### src/rtl/updi_phy_mc.sv
// UPDI half-duplex PHY: 12-bit frames (start, 8 data LSB first, even parity, 2 stop),
// double-break generation, and a line receiver that is muted while the PHY drives.
module updi_phy_mc #(
  parameter int unsigned DIV_W         = 16,
  parameter int unsigned BREAK_CLK     = 100000,
  parameter int unsigned BREAK_GAP_CLK = 1000,
  parameter int unsigned GAP_W         = 4
) (
  input  logic             clk,
  input  logic             rst_n,
  input  logic [DIV_W-1:0] baud_div,
  input  logic [GAP_W-1:0] tx_gap,
  input  logic [7:0]       tx_data,
  input  logic             tx_valid,
  output logic             tx_ready,
  output logic [7:0]       rx_data,
  output logic             rx_valid,
  output logic             rx_parity_err,
  output logic             rx_frame_err,
  output logic             rx_break,
  input  logic             break_start,
  output logic             break_done,
  output logic             busy,
  input  logic             updi_in,
  output logic             updi_drive_low
);

  localparam logic [31:0] BRK_LO_LAST = BREAK_CLK - 1;
  localparam logic [31:0] BRK_HI_LAST = BREAK_GAP_CLK - 1;

  typedef enum logic [2:0] {IDLE, TX, GAP, BRK_LO1, BRK_HI1, BRK_LO2, BRK_HI2} state_e;

  state_e           r_state, w_state_nxt;
  logic [31:0]      r_cnt, r_gap_last;
  logic [3:0]       r_bit;
  logic [11:0]      r_shift;
  logic [DIV_W-1:0] r_tx_div;
  logic             r_brk_pend, r_break_done;

  logic [DIV_W-1:0] w_div_eff;
  logic             w_tx_bit_end, w_tx_last, w_accept;

  assign w_div_eff    = (baud_div < DIV_W'(4)) ? DIV_W'(4) : baud_div;
  assign w_tx_bit_end = (r_cnt == 32'(r_tx_div) - 32'd1);
  assign w_tx_last    = (r_state == TX) && w_tx_bit_end && (r_bit == 4'd11);
  assign w_accept     = tx_valid & tx_ready;

  always_comb begin
    w_state_nxt = r_state;
    case (r_state)
      IDLE:    if (break_start) w_state_nxt = BRK_LO1;
               else if (w_accept) w_state_nxt = TX;
      TX:      if (w_tx_last) begin
                 if (r_brk_pend || break_start) w_state_nxt = BRK_LO1;
                 else if (tx_gap != '0)         w_state_nxt = GAP;
                 else                           w_state_nxt = IDLE;
               end
      GAP:     if (r_brk_pend || break_start) w_state_nxt = BRK_LO1;
               else if (r_cnt == r_gap_last)  w_state_nxt = IDLE;
      BRK_LO1: if (r_cnt == BRK_LO_LAST) w_state_nxt = BRK_HI1;
      BRK_HI1: if (r_cnt == BRK_HI_LAST) w_state_nxt = BRK_LO2;
      BRK_LO2: if (r_cnt == BRK_LO_LAST) w_state_nxt = BRK_HI2;
      BRK_HI2: if (r_cnt == BRK_HI_LAST) w_state_nxt = IDLE;
      default: w_state_nxt = IDLE;
    endcase
  end

  always_ff @(posedge clk or negedge rst_n) begin
    if (!rst_n) begin
      r_state      <= IDLE;
      r_cnt        <= '0;
      r_gap_last   <= '0;
      r_bit        <= '0;
      r_shift      <= '1;
      r_tx_div     <= DIV_W'(4);
      r_brk_pend   <= 1'b0;
      r_break_done <= 1'b0;
    end else begin
      r_state      <= w_state_nxt;
      r_break_done <= (r_state == BRK_HI2) && (w_state_nxt == IDLE);
      if (r_state != w_state_nxt || (r_state == TX && w_tx_bit_end) || r_state == IDLE) begin
        r_cnt <= '0;
      end else begin
        r_cnt <= r_cnt + 32'd1;
      end
      if (w_state_nxt == BRK_LO1 && r_state != BRK_LO1) begin
        r_brk_pend <= 1'b0;
      end else if (break_start && (r_state == TX || r_state == GAP)) begin
        r_brk_pend <= 1'b1;
      end
      if (w_accept) begin
        r_shift  <= {2'b11, ^tx_data, tx_data, 1'b0};
        r_bit    <= '0;
        r_tx_div <= w_div_eff;
      end else if (r_state == TX && w_tx_bit_end && r_bit != 4'd11) begin
        r_shift <= {1'b1, r_shift[11:1]};
        r_bit   <= r_bit + 4'd1;
      end
      // IDLE's accept cycle supplies the final cycle of the last gap period.
      if (w_tx_last) r_gap_last <= 32'(tx_gap) * 32'(r_tx_div) - 32'd2;
    end
  end

  always_comb begin
    updi_drive_low = 1'b0;
    case (r_state)
      TX:               updi_drive_low = ~r_shift[0];
      BRK_LO1, BRK_LO2: updi_drive_low = 1'b1;
      default:          updi_drive_low = 1'b0;
    endcase
  end

  // Receiver
  logic             r_sync1, r_sync2, r_rx_prev, r_rx_act;
  logic [DIV_W-1:0] r_rx_cnt, r_rx_div;
  logic [3:0]       r_rx_bit;
  logic [11:0]      r_rx_sh;
  logic             w_rx_en, w_rx_samp, w_rx_last, w_rx_start;
  logic [11:0]      w_rx_frame;

  assign w_rx_en    = (r_state == IDLE) || (r_state == GAP);
  assign w_rx_samp  = r_rx_act && (r_rx_cnt == '0);
  assign w_rx_last  = w_rx_samp && (r_rx_bit == 4'd11);
  assign w_rx_frame = {r_sync2, r_rx_sh[11:1]};
  assign w_rx_start = w_rx_en && r_rx_prev && !r_sync2 && (!r_rx_act || w_rx_last);

  always_ff @(posedge clk or negedge rst_n) begin
    if (!rst_n) begin
      r_sync1       <= 1'b1;
      r_sync2       <= 1'b1;
      r_rx_prev     <= 1'b1;
      r_rx_act      <= 1'b0;
      r_rx_cnt      <= '0;
      r_rx_div      <= DIV_W'(4);
      r_rx_bit      <= '0;
      r_rx_sh       <= '0;
      rx_data       <= '0;
      rx_valid      <= 1'b0;
      rx_parity_err <= 1'b0;
      rx_frame_err  <= 1'b0;
      rx_break      <= 1'b0;
    end else begin
      r_sync1   <= updi_in;
      r_sync2   <= r_sync1;
      r_rx_prev <= r_sync2;
      rx_valid  <= 1'b0;
      rx_break  <= 1'b0;
      if (w_rx_en && w_rx_last) begin
        if (w_rx_frame == '0) begin
          rx_break <= 1'b1;
        end else begin
          rx_valid      <= 1'b1;
          rx_data       <= w_rx_frame[8:1];
          rx_parity_err <= ^w_rx_frame[9:1];
          rx_frame_err  <= ~&w_rx_frame[11:10];
        end
      end
      if (!w_rx_en) begin
        r_rx_act <= 1'b0;
      end else if (w_rx_start) begin
        r_rx_act <= 1'b1;
        r_rx_cnt <= (w_div_eff >> 1) - DIV_W'(1);
        r_rx_div <= w_div_eff;
        r_rx_bit <= '0;
      end else if (w_rx_samp) begin
        if (r_rx_bit == 4'd0 && r_sync2) begin
          r_rx_act <= 1'b0;
        end else begin
          r_rx_sh  <= w_rx_frame;
          r_rx_cnt <= r_rx_div - DIV_W'(1);
          r_rx_bit <= r_rx_bit + 4'd1;
          if (r_rx_bit == 4'd11) r_rx_act <= 1'b0;
        end
      end else if (r_rx_act) begin
        r_rx_cnt <= r_rx_cnt - DIV_W'(1);
      end
    end
  end

  assign tx_ready   = rst_n && (r_state == IDLE) && !r_brk_pend && !break_start && !r_rx_act;
  assign break_done = r_break_done;
  assign busy       = (r_state != IDLE) || r_rx_act;

endmodule
### config.mk
export PLATFORM = sky130hd
export DESIGN_NAME = updi_phy_mc
export DESIGN_NICKNAME = d
export VERILOG_FILES = /design/src/rtl/updi_phy_mc.sv
export SDC_FILE = /design/constraint.sdc
export NUM_CORES = 1
export LEC_CHECK = 0
export ABC_CLOCK_PERIOD_IN_PS = 4400
export CELL_PAD_IN_SITES_DETAIL_PLACEMENT = 0
export CELL_PAD_IN_SITES_GLOBAL_PLACEMENT = 1
export CORE_AREA = 2 2 170 172
export CTS_CLUSTER_SIZE = 10
export DETAILED_ROUTE_END_ITERATION = 8
export DIE_AREA = 0 0 172 174
export PLACE_DENSITY_LB_ADDON = 0.1
export SETUP_SLACK_MARGIN = 0.2
export SKIP_CTS_REPAIR_TIMING = 1
export SYNTH_ARGS = -nofsm -noshare
export SYNTH_HDL_FRONTEND = slang
export SYNTH_SLANG_ARGS = --single-unit
### constraint.sdc
create_clock -name clk -period 4.4 [get_ports clk]
set_input_delay 1.32 -clock clk [delete_from_list [all_inputs] [get_ports clk]]
set_output_delay 1.32 -clock clk [all_outputs]
set_load 0.01 [all_outputs]
# Yosys cells after proc, flatten, opt, wreduce, memory -nomap -nowiden
# Index checks and enable logic that the tools add are counted.
[totals]
register_bits = 165
in_bits = 33
out_inout_bits = 16
wordCells = 143
[classes]
n_addsub = 8
mul = 1
n_lt_le_gt_ge = 1
n_eq_ne = 20
n_mux = 37
n_bitwise = 5
n_reduce_logical = 50
[ops]
columns = ["operator", "count"]
rows = [
  ["$mux W16", 5],
  ["$eq A32 B32 Y1", 2],
  ["$add A32 B1 Y32 const B", 1],
  ["$eq A32 B10 Y1 const B", 1],
  ["$eq A32 B17 Y1 const B", 1],
  ["$mux W32", 1],
  ["$sub A16 B1 Y16 const B", 2],
  ["$mux W3", 9],
  ["$mux W12", 2],
  ["$pmux W3 S7", 1],
  ["$sub A20 B2 Y21 const B", 1],
  ["$mul A4 B16 Y20", 1],
  ["$mux W4", 5],
  ["$logic_and A1 B1 Y1", 17],
  ["$sub A16 B1 Y17 const B", 1],
  ["$logic_not A16 Y1", 1],
  ["$lt A16 B3 Y1 const B", 1],
  ["$sub A15 B1 Y16 const B", 1],
  ["$logic_not A12 Y1", 1],
  ["$mux W1", 11],
  ["$eq A3 B2 Y1 const B", 3],
  ["$eq A3 B3 Y1 const B", 3],
  ["$reduce_xor A9 Y1", 1],
  ["$add A4 B1 Y4 const B", 2],
  ["25 further kinds", 48],
]

# Logic depth before layout (Yosys ltp)
# Gate-level depths: netlist of the first run.
[depth]
word_depth = 13
depth_mapped = 18
depth_no_buf = 16

# Worst setup path after synthesis of the first run
# OpenSTA, ideal clock, no wires.
[synth_path]
path_type = "input -> register"
start = "input tx_gap[3]"
end = "register r_gap_last[17]"
setup_ns = 0.125
arrival_ns = 5.444
required_ns = 4.275
setup_slack_ns = -1.169
stages = 16
n_path_buf = 2
cell_sequence = "clkbuf_1 > clkbuf_1 > nand2_1 > ha_1 > fa_1 > fa_1 > inv_1 > ha_1 > a21oi_1 > a2bb2oi_1 > a21oi_1 > a21o_1 > o41ai_1 > o21ai_0 > xor2_1 > mux2_2"
[synth_via]
elab_chain_cells = 2
[synth_lines]
columns = ["item", "line", "source"]
rows = [
  ["start: declaration", "12", "input logic [GAP_W-1:0] tx_gap,"],
  ["$mul A4 B16 Y20", "100", "if (w_tx_last) r_gap_last <= 32'(tx_gap) * 32'(r_tx_div) - 32'd2;"],
  ["$sub A20 B2 Y21", "100", ""],
  ["end signal: assignment", "100", ""],
  ["end: declaration", "34", "logic [31:0] r_cnt, r_gap_last;"],
]
# Every way passes these cells.
# A chain may end at the register's enable or synchronous reset.

# Worst setup path after layout of the first run
[layout_path]
start = "input tx_gap[3]"
end = "register r_gap_last[18]"
# Same word-level chain as after synthesis.

==> results of run 1 <==
## power by group through the flow
| stage | registers [mW] | logic (mW) | clock network [mW] |
|---|---|---|---|
| 2_1_floorplan | 1.84 | 4.02 | 0 |
| 5_1_grt | 2.01 | 6.84 | 1.56 |
| 3_3_place_gp | 2.00 | 5.63 | 0 |
| 6_report | 1.97 | 6.15 | 1.46 |
| 4_1_cts | 1.97 | 5.70 | 1.50 |
| 3_5_place_dp | 2.00 | 5.68 | 0 |
## worst max path at each step
stage               depth (start not counted)  slack, ns                          to
finish                                     16     -0.003  r_gap_last[18]$_DFFE_PN0P_
global route                               16      -0.14  r_gap_last[18]$_DFFE_PN0P_
CTS                                        15      -0.48  r_gap_last[30]$_DFFE_PN0P_
detailed placement                         15      -0.94  r_gap_last[30]$_DFFE_PN0P_
global placement                           16      -0.86  r_gap_last[17]$_DFFE_PN0P_
floorplan                                  16      -0.33  r_gap_last[16]$_DFFE_PN0P_
## cells by family after synthesis
logic type                 Yosys count  share of synthesized area [%]
xor gates and xnor gates           115                           9.06
muxes                               48                           4.85
DFF                                151                           34.1
and+or+nand+nor                    503                           23.3
AOI/OAI and AO/OA                  192                           12.9
buffers and inverters              136                           5.34
adders and majority gates           75                           10.4
## layer usage
| layer | wire length [um] | global-route usage, % |
|---|---|---|
| met1 | 14200 | 28.8 |
| met2 | 14700 | 35.3 |
| met3 | 819 | 3.28 |
| met4 | 289 | 4.17 |
| met5 | 0 | 0 |
## registers in the layout, summed over array words and instances (netlist names), 3 cells and up
name and count:
r_gap_last 21, r_rx_cnt 16, r_state 3, r_rx_bit 4, r_rx_div 16, r_cnt 32
r_bit 4, rx_data 8, r_tx_div 16, r_rx_sh 11, r_shift 10
## critical path: stages
cell and delay (ns):
buf_8 0.10, buf_12 0.13, nand2_4 0.06, ha_4 0.21
fa_1 0.52, fa_1 0.45, buf_4 0.16, fa_2 0.36
nor2b_4 0.13, o31a_1 0.18, nor2b_2 0.07, o31ai_4 0.25
a211oi_2 0.12, or2_4 0.26, xnor2_2 0.13, mux2_2 0.25
## per-stage QoR
| step | setup slack (ns) | utilization (%) |
|---|---|---|
| 2_1_floorplan | -0.332 | - |
| 3_3_place_gp | -0.857 | 44.9 |
| 3_5_place_dp | -0.935 | 44.9 |
| 4_1_cts | -0.483 | 46.9 |
| 5_1_grt | -0.136 | 47.7 |
| 6_report | -0.00342 | 47.7 |
## cell usage after synthesis (19+ instances only)
cell      instances
and2_1           34
dfrtp_1         136
nor4_1           20
xnor2_1          75
a21oi_1          29
o21ai_0          38
nand3_1          32
xor2_1           40
fa_1             29
mux2_2           31
nor2_1           56
inv_1            52
clkbuf_1         52
nor3_1           46
nand4_1          19
ha_1             46
a211oi_2         22
nand2_1         195
## layout make-up
cell class	instances	area (sq um)	area share, %
timing repair buffer	155	1370	10.1
multi-input combinational	933	7060	52.4
tap	384	480	3.56
inverter	54	203	1.50
clock buffer	17	425	3.16
clock inverter	15	145	1.08
sequential	151	3800	28.2
antenna	1	2.50	0.0186
==> flow_metrics.tcl, run 1 <==
set metrics [dict create \
    wl_per_cell_um 17.6 \
    arrival_ns 4.72 \
    grt_pass1_wl_mm 49.6 \
    drcViolationCount 0 \
    critPathMaxFanout 7 \
    p_clk_share_pct 15.3 \
    max_slew_margin_pct 45.1 \
    synth_top_cell_area_share_pct 30.6 \
    pwr-share-comb_pct 64.2 \
    intPower_mw 5.49 \
    dp_cells 1673 \
    synth_edf_count 0 \
    clk_latency_ns 0.45 \
    netlist_instances 1220 \
    ir_worst_vdd_uv 430 \
    syn2layout_area_growth_pct 21.2 \
    die_height_um 174 \
    num_rows 62 \
    ys_types 87 \
    holdCritStartpoint "r_sync1$_DFF_PN1_" \
    grt_max_degree 114 \
    max_cap_violations 0 \
    tightest_slew_ns 0.813 \
    async_reset_ff_share_pct 100 \
    drv_slew 0 \
    ys.flop_type "dfrtp_1" \
    worst_clock_skew_ns 0.0219 \
    core_sq_um 28200 \
    cts_sinks 151 \
    pin_count 49 \
    final_area_sq_um 13500 \
    min_period_over_period_pct 100 \
    power_frac_seq_pct 20.6 \
    r2r-end "r_gap_last[18]$_DFFE_PN0P_" \
    first_iter_violations 506 \
    overflow 0 \
    seq_area_frac_synth_pct 34.1 \
    whs_ns 0.361 \
    post_dp_cell_area_sq_um 12700 \
    root_buffer "clkbuf_16" \
    final_nets 1420 \
    finalHoldViolCount 0 \
    syn_area_per_cell_sq_um 9.12 \
    path_clk_slew_ns 0.07 \
    fmax_ghz 0.227 \
    cts_buffers 17 \
    power-per-cell-area_nw_per_um2 711 \
    drive_gt1_share_pct 21.7 \
    path_class "primary input to flop" \
    dieWidth_um 172 \
    syn_nets 1328 \
    rsz0062_at_grt "true" \
    ys_warn_count 0 \
    fin_ws_ns -0.00342 \
    fin_tns_setup_ns -0.00342 \
    cp.required_ns 4.72 \
    grt_usage_pct 21.1 \
    violations "negative setup slack" \
    min_period_ns 4.40 \
    fill_cells 2813 \
    finalPower_mw 9.58 \
    final_common_cell "nand2_1" \
    critPathLaunchType "primary input" \
    clk_path_buf_depth 2 \
    rrSetupSlack_ns 0.40 \
    wl_mm 30.1 \
    setup_violations 1 \
    ant_nets 0 \
    hold_end "r_sync2$_DFF_PN1_" \
    final_cell_mix "190 x nand2_1, 135 x dfrtp_1, 99 x buf_4" \
    ff2ff_path_depth 14 \
    antenna_found_initial 0 \
    netSwitchingPower_mw 4.09 \
    initial_core_util_pct 39.4 \
    dp_hpwl_mm 22.3 \
    min_path_type "flop to flop" \
    grt_pass1_vias 9202 \
    outcome "complete, but fails checks" \
    netlist_area_sq_um 11100 \
    critPathLaunch "tx_gap[3]" \
    synth_seq_cells 151 \
    worstReg2RegStart "r_tx_div[0]$_DFFE_PN0P_" \
    yosys.area.top_type "dfrtp_1" \
    port_buffers 48 \
    vias 9075 \
    end_kind "flop" \
    p_leak_nw 5.86 \
    die_area_sq_um 29900 \
    holdPathStages 0 \
    dr.pass1.iters 7 \
    sw_frac_of_total_pct 42.7 \
    cts_tree "built" \
    cts.htree.levels 4 \
    gp_congestion 0.838 \
    ys_top_cells_by_area "dfrtp_1 31%, nand2_1 6.6%, xnor2_1 5.9%" \
    fin_cells 1710 \
    avgViaCountPerCell 5.31 \
]
Note: power is estimated with default switching activity, not from simulation.
==> run 2, diff against run 1 <==
--- a/config.mk
+++ b/config.mk
@@ -8,10 +8,10 @@
 export ABC_CLOCK_PERIOD_IN_PS = 4400
 export CELL_PAD_IN_SITES_DETAIL_PLACEMENT = 0
 export CELL_PAD_IN_SITES_GLOBAL_PLACEMENT = 1
-export CORE_AREA = 2 2 170 172
+export CORE_AREA = 2 2 162 180
 export CTS_CLUSTER_SIZE = 10
 export DETAILED_ROUTE_END_ITERATION = 8
-export DIE_AREA = 0 0 172 174
+export DIE_AREA = 0 0 164 182
 export PLACE_DENSITY_LB_ADDON = 0.1
 export SETUP_SLACK_MARGIN = 0.2
 export SKIP_CTS_REPAIR_TIMING = 1
==> run 2 against run 1 <==
The run still ends with negative setup slack left. Clock power is 5% higher. Non-clock buffer count is 12 higher. Count of clock-buffer cells in the layout is 2 higher. Sequential share of layout area is 0.30 points lower. Combinational power is 2% higher. Via count is 1.2% higher. Sequential power is 2% higher. Setup slack worse by 0.057 ns. First-iteration DRC count is 4.5% higher. Register-to-register slack better by 0.03 ns. Cell count is 0.29% lower. Utilization is 0.54 points higher.
==> flow_metrics.tcl, run 2 (same netlist as run 1, synthesis figures left out) <==
set metrics [dict create \
    port_buffers 48 \
    fmax_ghz 0.224 \
    wl_mm 30.8 \
    critPathLaunchType "primary input" \
    dp_cells 1657 \
    ir_worst_vdd_uv 509 \
    sw_frac_of_total_pct 42.2 \
    initial_core_util_pct 39.4 \
    avgViaCountPerCell 5.39 \
    power_frac_seq_pct 20.5 \
    die_area_sq_um 29800 \
    cts.htree.levels 4 \
    rrSetupSlack_ns 0.43 \
    drive_gt1_share_pct 22.8 \
    grt_pass1_vias 9217 \
    post_dp_cell_area_sq_um 12600 \
    r2r-end "r_gap_last[17]$_DFFE_PN0P_" \
    final_nets 1432 \
    final_util_pct 48.3 \
    dieWidth_um 164 \
    dr.pass1.iters 5 \
    rsz0062_at_grt "true" \
    final_cell_mix "189 x nand2_1, 135 x dfrtp_1, 106 x buf_4" \
    power-per-cell-area_nw_per_um2 720 \
    gp_congestion 0.807 \
    intPower_mw 5.66 \
    core_sq_um 28200 \
    fin_cells 1705 \
    drv_slew 0 \
    min_path_type "flop to flop" \
    place_ws_ns -0.974 \
    top_register "r_cnt" \
    grt_max_degree 61 \
    reg_top3 "r_cnt x32, r_gap_last x21" \
    final_common_cell "nand2_1" \
    pwr-share-comb_pct 63.8 \
    p_leak_nw 5.96 \
    root_buffer "clkbuf_16" \
    first_iter_violations 529 \
    setup_violations 5 \
    wl_per_cell_um 18.0 \
    num_rows 65 \
    critPathLaunch "tx_gap[2]" \
    cp.required_ns 4.73 \
    tightest_slew_ns 1.02 \
    largest_reg_flops 32 \
    max_cap_violations 0 \
    grt_usage_pct 21.2 \
    syn2layout_area_growth_pct 22.5 \
    arrival_ns 4.79 \
    min_period_over_period_pct 101 \
    fin_ws_ns -0.0607 \
    n_antenna_cell 0 \
    fin_tns_setup_ns -0.150 \
    cts_buffers 17 \
    clk_path_buf_depth 2 \
    ff2ff_path_depth 14 \
    finalHoldViolCount 0 \
    cts_sinks 151 \
    worst_clock_skew_ns 0.0149 \
    netSwitchingPower_mw 4.14 \
    grt_pass1_wl_mm 49.5 \
    ant_nets 0 \
    end_kind "flop" \
    worstReg2RegStart "r_tx_div[0]$_DFFE_PN0P_" \
    drcViolationCount 0 \
    path_class "primary input to flop" \
    pin_count 49 \
    antenna_found_initial 0 \
    overflow 0 \
    p_clk_share_pct 15.7 \
    final_area_sq_um 13600 \
    path_clk_slew_ns 0.07 \
    critPathMaxFanout 4 \
    max_slew_margin_pct 32.3 \
    endpoint "r_gap_last[16]$_DFFE_PN0P_" \
    violations "negative setup slack" \
    dp_hpwl_mm 22.9 \
    vias 9185 \
    outcome "complete, but fails checks" \
    clk_latency_ns 0.45 \
    die_height_um 182 \
    cts_tree "built" \
    min_period_ns 4.46 \
]
-- run 2: cell count changes in the layout (fill, tap and decap cells not counted), sizes merged --
cell	change
bufinv	+1
clkbuf	+1
dlymetal6s2s	+1
buf	+12
clkinv	+2
diode	-1
clkinvlp	-2
inv	-3
-- run 2: worst max-delay path, stage by stage --
cell      delay (ns)
buf_6           0.07
buf_6           0.11
buf_6           0.12
nand2_4         0.05
ha_4            0.26
inv_2           0.03
fa_1            0.48
fa_1            0.58
ha_4            0.24
buf_6           0.12
o21a_1          0.16
o31a_1          0.13
nor2b_2         0.20
o31ai_4         0.09
o21a_1          0.21
a311oi_2        0.26
xnor2_1         0.09
mux2_2          0.26
-- run 2: power groups by stage --
| stage | clock, mW | combinational, mW | sequential, mW |
|---|---|---|---|
| floorplan | 0 | 4.02 | 1.84 |
| global placement | 0 | 5.61 | 2.03 |
| detailed placement | 0 | 5.66 | 2.03 |
| CTS | 1.59 | 5.70 | 2.01 |
| global route | 1.65 | 6.96 | 2.05 |
| finish | 1.54 | 6.25 | 2.01 |
-- run 2: layout make-up --
type / count / area, sq um
Sequential cell: 151 / 3800
Fill cell: 2733 / 14600
Inverter: 54 / 203
Multi-Input combinational cell: 933 / 7060
Tap cell: 368 / 460
Clock buffer: 19 / 453
Timing Repair Buffer: 167 / 1490
Clock inverter: 13 / 158
-- run 2: metrics by stage --
| step | power [mW] | hold slack, ns |
|---|---|---|
| after floorplan | 5.86 | 0.345 |
| after global placement | 7.64 | 0.347 |
| after detailed placement | 7.69 | 0.351 |
| after CTS | 9.30 | 0.362 |
| after global routing | 10.7 | 0.366 |
| final | 9.80 | 0.360 |
-- run 2: metal layers --
metal / vias up / routed length, um / GRT usage (%) / part of all wire (%)
li1: 4471 / - / - / -
met1: 4548 / 14000 / 27.4 / 46
met2: 132 / 15400 / 37.1 / 50
met3: 34 / 763 / 2.97 / 2.5
met4: 0 / 529 / 5.47 / 1.7
met5: - / 0 / 0 / 0
-- run 2: worst min-delay path by stage --
stage	slack (ns)	to	depth (start not counted)	start
2_1_floorplan	0.35	r_sync2$_DFF_PN1_	0	r_sync1$_DFF_PN1_
3_3_place_gp	0.35	r_sync2$_DFF_PN1_	0	r_sync1$_DFF_PN1_
3_5_place_dp	0.35	r_sync2$_DFF_PN1_	0	r_sync1$_DFF_PN1_
4_1_cts	0.36	r_sync2$_DFF_PN1_	0	r_sync1$_DFF_PN1_
5_1_grt	0.37	r_sync2$_DFF_PN1_	0	r_sync1$_DFF_PN1_
6_report	0.36	r_sync2$_DFF_PN1_	0	r_sync1$_DFF_PN1_
